--- config.mk ---
export PLATFORM = sky130hd
export DESIGN_NAME = wb_initiator
export DESIGN_NICKNAME = d
export VERILOG_FILES = /design/src/rtl/wb_initiator_pkg.sv /design/src/rtl/wb_timeout_ctr.sv /design/src/rtl/wb_initiator.sv
export SDC_FILE = /design/constraint.sdc
export NUM_CORES = 1
export LEC_CHECK = 0
export CORE_MARGIN = 1.5
export CORE_UTILIZATION = 62
export CTS_CLUSTER_DIAMETER = 50
export DETAILED_ROUTE_END_ITERATION = 10
export DONT_BUFFER_PORTS = 1
export HOLD_SLACK_MARGIN = 0.03
export PLACE_DENSITY = 0.78
export SYNTH_ARGS = -nofsm -noshare
export SYNTH_HDL_FRONTEND = slang
export SYNTH_SLANG_ARGS = --single-unit
--- constraint.sdc ---
create_clock -name wb_clk_i -period 3.41 [get_ports wb_clk_i]
set_input_delay 0.5115 -clock wb_clk_i [delete_from_list [all_inputs] [get_ports wb_clk_i]]
set_output_delay 0.5115 -clock wb_clk_i [all_outputs]
set_load 0.02 [all_outputs]
--- src/rtl/wb_initiator_pkg.sv ---
// -----------------------------------------------------------------------------
// wb_initiator_pkg
// Shared definitions for the Wishbone classic single-transaction initiator:
// the controller state encoding and the default strobe timeout.
// -----------------------------------------------------------------------------
package wb_initiator_pkg;

    typedef enum logic [1:0] {
        ST_IDLE = 2'd0,
        ST_BUS  = 2'd1,
        ST_RESP = 2'd2
    } wb_state_e;

    localparam int unsigned TIMEOUT_CYCLES_DEFAULT = 64;

endpackage : wb_initiator_pkg

--- src/rtl/wb_timeout_ctr.sv ---
// -----------------------------------------------------------------------------
// wb_timeout_ctr
// 8-bit wait counter for the bus phase. Counts bus cycles without ack and
// flags the cycle in which the strobe has been high for LIMIT cycles.
//
// Ports:
//   clk_i      clock, rising edge
//   rst_i      synchronous active-high reset
//   clear_i    zero the count (asserted on bus-phase entry)
//   enable_i   increment the count (bus cycle without ack)
//   expired_o  current bus cycle is the last one permitted
// -----------------------------------------------------------------------------
module wb_timeout_ctr
    import wb_initiator_pkg::*;
#(
    parameter int unsigned LIMIT = TIMEOUT_CYCLES_DEFAULT
) (
    input  logic clk_i,
    input  logic rst_i,
    input  logic clear_i,
    input  logic enable_i,
    output logic expired_o
);

    logic [7:0] count_q, count_d;

    always_comb begin
        count_d = count_q;
        if (clear_i) begin
            count_d = '0;
        end else if (enable_i) begin
            count_d = count_q + 8'd1;
        end
    end

    always_ff @(posedge clk_i) begin
        if (rst_i) begin
            count_q <= '0;
        end else begin
            count_q <= count_d;
        end
    end

    // count_q holds the number of completed ack-less cycles, so the LIMIT-th
    // strobe cycle is the one in which count_q == LIMIT-1.
    assign expired_o = (count_q == 8'(LIMIT - 1));

endmodule : wb_timeout_ctr

--- src/rtl/wb_initiator.sv ---
// -----------------------------------------------------------------------------
// wb_initiator
// Converts a valid/ready request into a single Wishbone classic master cycle
// and returns the result on a valid/ready response channel. One transaction
// outstanding at a time; a cycle with no ack for TIMEOUT_CYCLES strobe cycles
// is abandoned and reported with rsp_err.
//
// Ports:
//   wb_clk_i, wb_rst_i              clock, synchronous active-high reset
//   req_valid/req_ready             request handshake
//   req_we/adr/dat/sel              request payload
//   rsp_valid/rsp_ready             response handshake
//   rsp_dat, rsp_err                read data (0 for writes), timeout flag
//   wbm_cyc_o..wbm_dat_o            Wishbone master outputs (registered)
//   wbm_dat_i, wbm_ack_i            Wishbone slave responses
//   busy                            controller not idle
// -----------------------------------------------------------------------------
module wb_initiator
    import wb_initiator_pkg::*;
#(
    parameter int unsigned TIMEOUT_CYCLES = TIMEOUT_CYCLES_DEFAULT,
    parameter bit          RSP_ON_WRITE   = 1'b1
) (
    input  logic        wb_clk_i,
    input  logic        wb_rst_i,
    input  logic        req_valid,
    output logic        req_ready,
    input  logic        req_we,
    input  logic [31:0] req_adr,
    input  logic [31:0] req_dat,
    input  logic [3:0]  req_sel,
    output logic        rsp_valid,
    input  logic        rsp_ready,
    output logic [31:0] rsp_dat,
    output logic        rsp_err,
    output logic        wbm_cyc_o,
    output logic        wbm_stb_o,
    output logic        wbm_we_o,
    output logic [3:0]  wbm_sel_o,
    output logic [31:0] wbm_adr_o,
    output logic [31:0] wbm_dat_o,
    input  logic [31:0] wbm_dat_i,
    input  logic        wbm_ack_i,
    output logic        busy
);

    wb_state_e   state_q, state_d;
    logic        we_q, we_d;
    logic [3:0]  sel_q, sel_d;
    logic [31:0] adr_q, adr_d;
    logic [31:0] dat_q, dat_d;
    logic [31:0] rsp_dat_q, rsp_dat_d;
    logic        rsp_err_q, rsp_err_d;
    logic        ctr_clear, ctr_en, ctr_expired;

    wb_timeout_ctr #(
        .LIMIT (TIMEOUT_CYCLES)
    ) u_timeout (
        .clk_i     (wb_clk_i),
        .rst_i     (wb_rst_i),
        .clear_i   (ctr_clear),
        .enable_i  (ctr_en),
        .expired_o (ctr_expired)
    );

    always_comb begin
        state_d   = state_q;
        we_d      = we_q;
        sel_d     = sel_q;
        adr_d     = adr_q;
        dat_d     = dat_q;
        rsp_dat_d = rsp_dat_q;
        rsp_err_d = rsp_err_q;
        ctr_clear = 1'b0;
        ctr_en    = 1'b0;
        unique case (state_q)
            ST_IDLE: begin
                if (req_valid) begin
                    we_d      = req_we;
                    sel_d     = req_sel;
                    adr_d     = req_adr;
                    dat_d     = req_dat;
                    ctr_clear = 1'b1;
                    state_d   = ST_BUS;
                end
            end
            ST_BUS: begin
                // ack is tested before expiry so an ack in the last permitted
                // cycle completes normally.
                if (wbm_ack_i) begin
                    rsp_dat_d = we_q ? '0 : wbm_dat_i;
                    rsp_err_d = 1'b0;
                    state_d   = (we_q && !RSP_ON_WRITE) ? ST_IDLE : ST_RESP;
                end else begin
                    ctr_en = 1'b1;
                    if (ctr_expired) begin
                        rsp_dat_d = '0;
                        rsp_err_d = 1'b1;
                        state_d   = ST_RESP;
                    end
                end
            end
            ST_RESP: begin
                if (rsp_ready) begin
                    state_d = ST_IDLE;
                end
            end
            default: state_d = ST_IDLE;
        endcase
    end

    always_ff @(posedge wb_clk_i) begin
        if (wb_rst_i) begin
            state_q   <= ST_IDLE;
            we_q      <= 1'b0;
            sel_q     <= '0;
            adr_q     <= '0;
            dat_q     <= '0;
            rsp_dat_q <= '0;
            rsp_err_q <= 1'b0;
        end else begin
            state_q   <= state_d;
            we_q      <= we_d;
            sel_q     <= sel_d;
            adr_q     <= adr_d;
            dat_q     <= dat_d;
            rsp_dat_q <= rsp_dat_d;
            rsp_err_q <= rsp_err_d;
        end
    end

    assign req_ready = (state_q == ST_IDLE);
    assign busy      = (state_q != ST_IDLE);
    assign rsp_valid = (state_q == ST_RESP);
    assign rsp_dat   = rsp_dat_q;
    assign rsp_err   = rsp_err_q;
    assign wbm_cyc_o = (state_q == ST_BUS);
    assign wbm_stb_o = (state_q == ST_BUS);
    assign wbm_we_o  = we_q;
    assign wbm_sel_o = sel_q;
    assign wbm_adr_o = adr_q;
    assign wbm_dat_o = dat_q;

endmodule : wb_initiator

==> flow_metrics.tcl, run 1 <==
set metrics [dict create \
    nets 626 \
    critPathSlowestCell "or3b_2" \
    grt_max_degree 108 \
    dieArea_um2 7700 \
    max-slew-margin-rel 0.312 \
    grt_pass1_wl_mm 15.6 \
    dp.cells 604 \
    clock-sinks 112 \
    placed_cell_area_um2 4430 \
    wirelength_mm 10.3 \
    critical-path-top-delay-family "simple AND/OR/NAND/NOR gates" \
    drc 0 \
    ir_worst_vdd_mv 0.363 \
    worst_slew_pin_slew_ps 1030 \
    viasPerCell 5.97 \
    status "complete, no violations" \
    fin_area_um2 4640 \
    setup_tns_ps 0 \
    drtIter0Drc 195 \
    cp_cell_sequence "or3b_2 -> buf_4 -> nand2_1 -> a21oi_1" \
    io_pins 213 \
    clkTransAtPathRegs_ps 100 \
    cp_num_buf_inv 1 \
    min_path_type "input port to flip-flop" \
    vias 3701 \
    final-max-slew-violation-count 0 \
    cts_resized 0 \
    synth_area_um2 4460 \
    syn_avg_cell_area_um2 8.09 \
    critPathArrivalTime_ps 2470 \
    yosysUniqueCellTypes 37 \
    ys_seq_area_frac 0.503 \
    worst_setup_path_end_kind "flip-flop" \
    die_height_um 87.8 \
    finalHoldViolCount 0 \
    synth_edf_count 0 \
    layout_setup_ws_ps 1240 \
    grt.met1_usage 0.291 \
    die_w_um 87.8 \
    gr-total-overflow 0 \
    finClkSkew_ps 10.6 \
    power_density_nw_per_um2 579 \
    num_rows 30 \
    ys_warn_count 0 \
    cts_buffers 9 \
    fin_crit_ps 2170 \
    cts_setup_buffers 0 \
    utilization 0.676 \
    area.sequential_um2 2240 \
    initial_core_util 0.649 \
    h-tree-depth 3 \
    wl_per_cell_um 16.7 \
    rsz0062_at_grt "no" \
    setup_viol 0 \
    cts_buffer_depth 2 \
    stdcell_count 620 \
    grt_antenna_before_repair 0 \
    synth_cells 551 \
    use_met2 0.438 \
    synth_ff_type "dfxtp_1" \
    yosys_register_bits 112 \
    cts_tree "yes" \
    top_usage_layer "met2" \
    required_ps 3720 \
    synthToLayoutAreaGrowth_pct 4.24 \
    antenna_left 0 \
    grt_pass1_vias 3480 \
    root_buffer "clkbuf_8" \
    multi_input_area_um2 2010 \
    mappedNetlistNets 658 \
    layout-drive-gt1-share 0.0573 \
    hpwl_mm 6.79 \
    maxCapViolCount 0 \
    p_total_mw 2.69 \
    gp_congestion 0.835 \
    critPathKind "flip-flop to flip-flop" \
    hold_ws_ps 205 \
    synthArstFlopShare 0 \
    cp_max_fo 52 \
    dp_slack_ps 1250 \
    critPathLaunchType "flip-flop" \
    fillCellCount 596 \
    grtUsageMet3 0.0867 \
    critPathMaxStageDelay_ps 880 \
    clock.fmax_ghz 0.462 \
    diodes 0 \
    drtPass1Iterations 5 \
    p_leak_nw 1.62 \
    track_usage 0.257 \
    design.core.area_um2 6870 \
    port_buffers 0 \
    hold_buffers 0 \
    post-route-period-util 0.635 \
    insertion_delay_ps 370 \
]
-- layout make-up --
cell class,instances,area share
clock inverter,6,0.0194
inverter,3,0.00242
clock buffer,10,0.0275
multi-input combinational,387,0.432
sequential,112,0.483
timing repair buffer,6,0.00970
tap,96,0.0259
-- power breakdown --
group	total (mW)	leakage (nW)	switching, mW	internal [mW]
combinational	0.251	0.599	0.153	0.0977
clock	0.862	0.107	0.444	0.418
sequential	1.58	0.916	0.178	1.40
total	2.69	1.62	0.775	1.91
-- layer usage --
| metal | up-vias | part of all wire |
|---|---|---|
| met4 | 0 | 0.021 |
| met2 | 162 | 0.48 |
| li1 | 1795 | - |
| met3 | 18 | 0.11 |
| met1 | 1726 | 0.39 |
| met5 | - | 0 |
-- kinds of logic after synthesis --
| family | share of synthesized area |
|---|---|
| buffers and inverters | 0.0508 |
| adder cells (fa/ha/maj) | 0.00281 |
| AND/OR/NAND/NOR | 0.209 |
| flip-flops | 0.503 |
| AO/OA/AOI/OAI | 0.220 |
| multiplexers | 0.00927 |
| XOR/XNOR | 0.00393 |
-- state kept, by name, indices dropped and copies added, names as in the netlist --
register	count
wbm_adr_o	32
rsp_err	1
state_q	2
wbm_we_o	1
rsp_dat	32
u_timeout.count_q	8
wbm_sel_o	4
wbm_dat_o	32
-- worst paths after layout --
path	from	end	slack, ps	depth (start not counted)
setup reg to reg	state_q[1]	wbm_adr_o[0]	1240	4
setup / recovery	state_q[1]	wbm_adr_o[0]	1240	4
hold / removal	wb_rst_i	wbm_adr_o[12]	200	1
hold reg to reg	u_timeout.count_q[7]	u_timeout.count_q[7]	480	2
-- cell usage after synthesis, types with 2 or more instances --
cell        n  area, µm²
xnor2_1     2       17.5
and2b_1     5       37.5
buf_2      12       60.1
dfxtp_1   112       2240
nand2_1   143        537
a21oi_1   105        526
mux2i_1     3       30.0
nor2_1      4       15.0
nor2b_1    29        181
nand3_1     5       25.0
inv_1       3       11.3
a22oi_1    32        240
o21ai_0    35        175
or3_1       4       25.0
or3b_2      2       17.5
buf_4       2       15.0
clkbuf_1   33        124
-- cells in the final DEF, fill, tap and decap left out, types with 3 or more instances in the layout --
cell type and instances:
nand3_1 5, nor2_1 4, a22oi_1 32, dfxtp_1 112, a21oi_1 105, inv_1 3
buf_4 6, nand2_1 143, or3_1 4, nor2b_1 29, mux2i_1 3, and2b_1 5
o21ai_0 35, clkbuf_8 9
Power figures use the tool's default switching activity.
==> run 2, diff against run 1 <==
clock period = 2.25 ns   (was 3.41 ns; I/O delays follow)
==> run 2 against run 1 <==
Cell area grew 0.84%. Die area is the same. Total power grew 46%. Combinational power grew 70%. Register-to-register slack lost 840 ps. First-iteration DRC count grew 42%. Largest cell class unchanged.
==> flow_metrics.tcl, run 2 (same netlist as run 1, synthesis figures left out) <==
set metrics [dict create \
    h-tree-depth 3 \
    r2r-start "u_timeout.count_q[0]" \
    clkTransAtPathRegs_ps 100 \
    p_leak_nw 1.63 \
    status "complete, no violations" \
    power_frac_clock 0.280 \
    design.core.area_um2 6870 \
    mostFrequentLayoutCell "nand2_1" \
    critPathLaunch "state_q[1]" \
    p_switching_mw 1.22 \
    mostFrequentLayoutCells "143 x nand2_1, 112 x dfxtp_1, 105 x a21oi_1" \
    synthToLayoutAreaGrowth_pct 5.11 \
    hpwl_mm 6.83 \
    die_height_um 87.8 \
    power_density_nw_per_um2 835 \
    dp_slack_ps 454 \
    worst_setup_path_end_kind "output pin" \
    drtIter0Drc 277 \
    min_path_type "input port to flip-flop" \
    initial_core_util 0.649 \
    die_w_um 87.8 \
    combPwrFrac 0.109 \
    grt_antenna_before_repair 0 \
    required_ps 1910 \
    setup_viol 0 \
    maxCapViolCount 0 \
    area.sequential_um2 2240 \
    layout-drive-gt1-share 0.0624 \
    critPathArrivalTime_ps 1540 \
    cts_buffers 9 \
    multi_input_area_um2 2010 \
    rsz0062_at_grt "no" \
    ir_worst_vdd_mv 0.573 \
    cts_buffer_depth 2 \
    gr-total-overflow 0 \
    finalHoldViolCount 0 \
    setup_tns_ps 0 \
    switching_share 0.312 \
    m1WireLength_mm 4.12 \
    grt_pass1_vias 3357 \
    layout_setup_ws_ps 374 \
    top_layer "met4" \
    cp_max_fo 10 \
    track_usage 0.266 \
    diodes 0 \
    p_total_mw 3.91 \
    critPathKind "flip-flop to output pin" \
    cts_tree "yes" \
    stdcell_count 625 \
    insertion_delay_ps 360 \
    gp_congestion 0.838 \
    cts_setup_buffers 0 \
    worst_slew_pin_slew_ps 631 \
    wirelength_mm 10.9 \
    route.met3.wl_mm 1.28 \
    seqPwrFrac 0.611 \
    root_buffer "clkbuf_8" \
    finClkSkew_ps 10.1 \
    antenna_left 0 \
    fillCellCount 607 \
    io_pins 213 \
    fin_area_um2 4680 \
    cts_resized 0 \
    drtPass1Iterations 6 \
    utilization 0.682 \
    dp.cells 605 \
    clock-sinks 112 \
    post-route-period-util 0.834 \
    routed-wl-met2_mm 5.12 \
    grt_pass1_wl_mm 16.0 \
    dieArea_um2 7700 \
    internal_power_mw 2.69 \
    nets 631 \
    drc 0 \
    fin_crit_ps 1880 \
    clock.fmax_ghz 0.533 \
    num_rows 30 \
    hold_ws_ps 45.8 \
    placed_cell_area_um2 4450 \
    worstHoldStart "wb_rst_i" \
    port_buffers 0 \
    vias 3711 \
    final-max-slew-violation-count 0 \
    max-slew-margin-rel 0.578 \
    critPathLaunchType "flip-flop" \
    viasPerCell 5.94 \
    grt_max_degree 84 \
    wl_per_cell_um 17.4 \
]
run 2: cell type report:
| type | count | share of cell area |
|---|---|---|
| Tap cell | 96 | 0.0256 |
| Multi-Input combinational cell | 387 | 0.429 |
| Sequential cell | 112 | 0.479 |
| Timing Repair Buffer | 11 | 0.0262 |
| Clock buffer | 9 | 0.0264 |
| Inverter | 3 | 0.00240 |
| Clock inverter | 7 | 0.0118 |
run 2: final timing paths:
path                     endpoint  slack, ps  cells past startpoint
min                 wbm_adr_o[16]         50                      1
min reg2reg  u_timeout.count_q[7]        500                      2
max reg2reg           rsp_dat[26]        400                      4
max                          busy        370                      2
run 2: power by group through the flow:
stage                     logic, mW  registers [mW]  clock network [mW]
after floorplan               0.370            2.39                   0
after global placement        0.375            2.43                   0
after detailed placement      0.394            2.43                   0
after CTS                     0.430            2.39                1.12
after global routing          0.481            2.41                1.18
final                         0.427            2.39                1.10
run 2: critical path, stage by stage (launching register included):
cell and delay (ps):
dfxtp_1 450, nor2_1 460, inv_1 270
run 2: timing repair:
action / 4_1_cts / 5_1_grt
endpoints found under the hold margin: 83 / 1
setup endpoints to repair: 0 / 0
hold buffers: 3 / 1
run 2: metal layers:
layer	track usage	vias up
met5	0	-
met1	0.319	1698
met4	0.117	0
met2	0.425	190
met3	0.102	25
li1	-	1798
==> run 3, diff against run 2 <==
clock period = 1.9 ns   (was 2.25 ns; I/O delays follow)
==> run 3 against run 2 <==
The flow now finishes with violations (hold timing). Critical endpoint is now rsp_valid. Sequential share of layout area is 0.18 points lower. Hold slack got worse by 62 ps. Sequential cell count unchanged. Critical path type unchanged. Clock power up 28%. Non-clock buffer count is the same. Global-route usage shrank 0.78 points. First-iteration DRC count down 51%. Die area stayed put. Clock skew is 5.7 ps higher.
==> flow_metrics.tcl, run 3 (same netlist as run 1, synthesis figures left out) <==
set metrics [dict create \
    nets 631 \
    design.core.area_um2 6870 \
    cp_cell_sequence "buf_4 -> nor2b_1" \
    layout-drive-gt1-share 0.0663 \
    diodes 0 \
    antenna_left 0 \
    critPathLaunchType "flip-flop" \
    p_leak_nw 1.65 \
    viasPerCell 5.93 \
    drtIter0Drc 136 \
    critical-path-top-delay-family "simple AND/OR/NAND/NOR gates" \
    vias 3701 \
    worst_setup_path_end_kind "output pin" \
    power_density_nw_per_um2 1010 \
    setup_viol 0 \
    power_frac_clock 0.299 \
    clock-sinks 112 \
    clock.fmax_ghz 0.578 \
    num_rows 30 \
    internal_power_mw 3.35 \
    die_height_um 87.8 \
    drtPass1Iterations 5 \
    grt_max_degree 108 \
    drc 0 \
    final-max-slew-violation-count 0 \
    die_w_um 87.8 \
    critPathArrivalTime_ps 1440 \
    cp_num_buf_inv 1 \
    wl_per_cell_um 16.5 \
    cts_tree "yes" \
    grt_pass1_wl_mm 15.7 \
    layout_setup_ws_ps 170 \
    finalHoldViolCount 30 \
    wirelength_mm 10.3 \
    mostFrequentLayoutCell "nand2_1" \
    grt_pass1_vias 3409 \
    critPathSlowestCell "nor2b_1" \
    dieArea_um2 7700 \
    mostFrequentLayoutCells "143 x nand2_1, 112 x dfxtp_1, 105 x a21oi_1" \
    cts_buffers 9 \
    cts_buffer_depth 2 \
    io_pins 213 \
    h-tree-depth 3 \
    worst_slew_pin_slew_ps 515 \
    required_ps 1620 \
    min_path_type "input port to flip-flop" \
    track_usage 0.258 \
    initial_core_util 0.649 \
    cp_max_fo 6 \
    hold_ws_ps -16.7 \
    gr-total-overflow 0 \
    critPathMaxStageDelay_ps 460 \
    grt_antenna_before_repair 0 \
    seqPwrFrac 0.597 \
    clkTransAtPathRegs_ps 100 \
    status "finished with violations" \
    maxCapViolCount 0 \
    combPwrFrac 0.104 \
    dp.cells 609 \
    finClkSkew_ps 15.8 \
    post-route-period-util 0.910 \
    max-slew-margin-rel 0.656 \
    port_buffers 0 \
    fin_crit_ps 1730 \
    root_buffer "clkbuf_8" \
    p_switching_mw 1.37 \
    insertion_delay_ps 370 \
    stdcell_count 624 \
    critPathKind "flip-flop to output pin" \
    synthToLayoutAreaGrowth_pct 5.50 \
    switching_share 0.290 \
    dp_slack_ps 248 \
    hpwl_mm 6.83 \
    gp_congestion 0.861 \
    ir_worst_vdd_mv 0.601 \
    violations "hold timing" \
    rsz0062_at_grt "no" \
    setup_tns_ps 0 \
]
## run 3: cell type report
| type | instances | area, µm² |
|---|---|---|
| clock inverter | 4 | 55.1 |
| tap | 96 | 120 |
| clock buffer | 11 | 141 |
| multi-input combinational | 387 | 2010 |
| sequential | 112 | 2240 |
| inverter | 3 | 11.3 |
| timing repair buffer | 11 | 120 |
| fill | 613 | 2170 |
## run 3: metrics by stage
step | utilization | power, mW | area [µm²]
3_5_place_dp | 0.655 | 3.37 | 4500
6_report | 0.684 | 4.73 | 4700
5_1_grt | 0.684 | 4.93 | 4700
2_1_floorplan | - | 3.27 | 4460
4_1_cts | 0.684 | 4.76 | 4700
3_3_place_gp | 0.655 | 3.34 | 4500
## run 3: worst register-to-register path: stages, from the launching register on
cell	delay (ps)
dfxtp_1	410
ha_1	180
or3b_2	430
buf_4	240
o21bai_1	180
a32o_1	180
## run 3: worst paths after layout
kind                        startpoint  slack, ps  cells after the start                    to
setup / recovery            state_q[1]        170                      2             rsp_valid
hold / removal                wb_rst_i        -20                      1          wbm_adr_o[9]
hold reg to reg   u_timeout.count_q[7]        490                      2  u_timeout.count_q[7]
setup reg to reg  u_timeout.count_q[0]        220                      5            state_q[1]
## run 3: repair_timing
item | CTS | global route
hold endpoints to repair | 101 | 101
gates resized for setup | 0 | 1
setup endpoints to repair | 0 | 1
buffers inserted | 0 | 0
## run 3: routing by layer
metal	wire [µm]	up-vias	global-route usage
met1	4000	1716	0.296
met4	181	0	0.114
met3	1030	14	0.0820
met5	0	-	0
met2	5090	167	0.439
li1	-	1804	-
## run 3: power by group through the flow
stage / Clock [mW] / Sequential (mW) / Combinational (mW)
6_report: 1.41 / 2.82 / 0.491
4_1_cts: 1.44 / 2.82 / 0.493
3_5_place_dp: 0 / 2.88 / 0.493
5_1_grt: 1.54 / 2.84 / 0.555
2_1_floorplan: 0 / 2.83 / 0.438
3_3_place_gp: 0 / 2.87 / 0.470
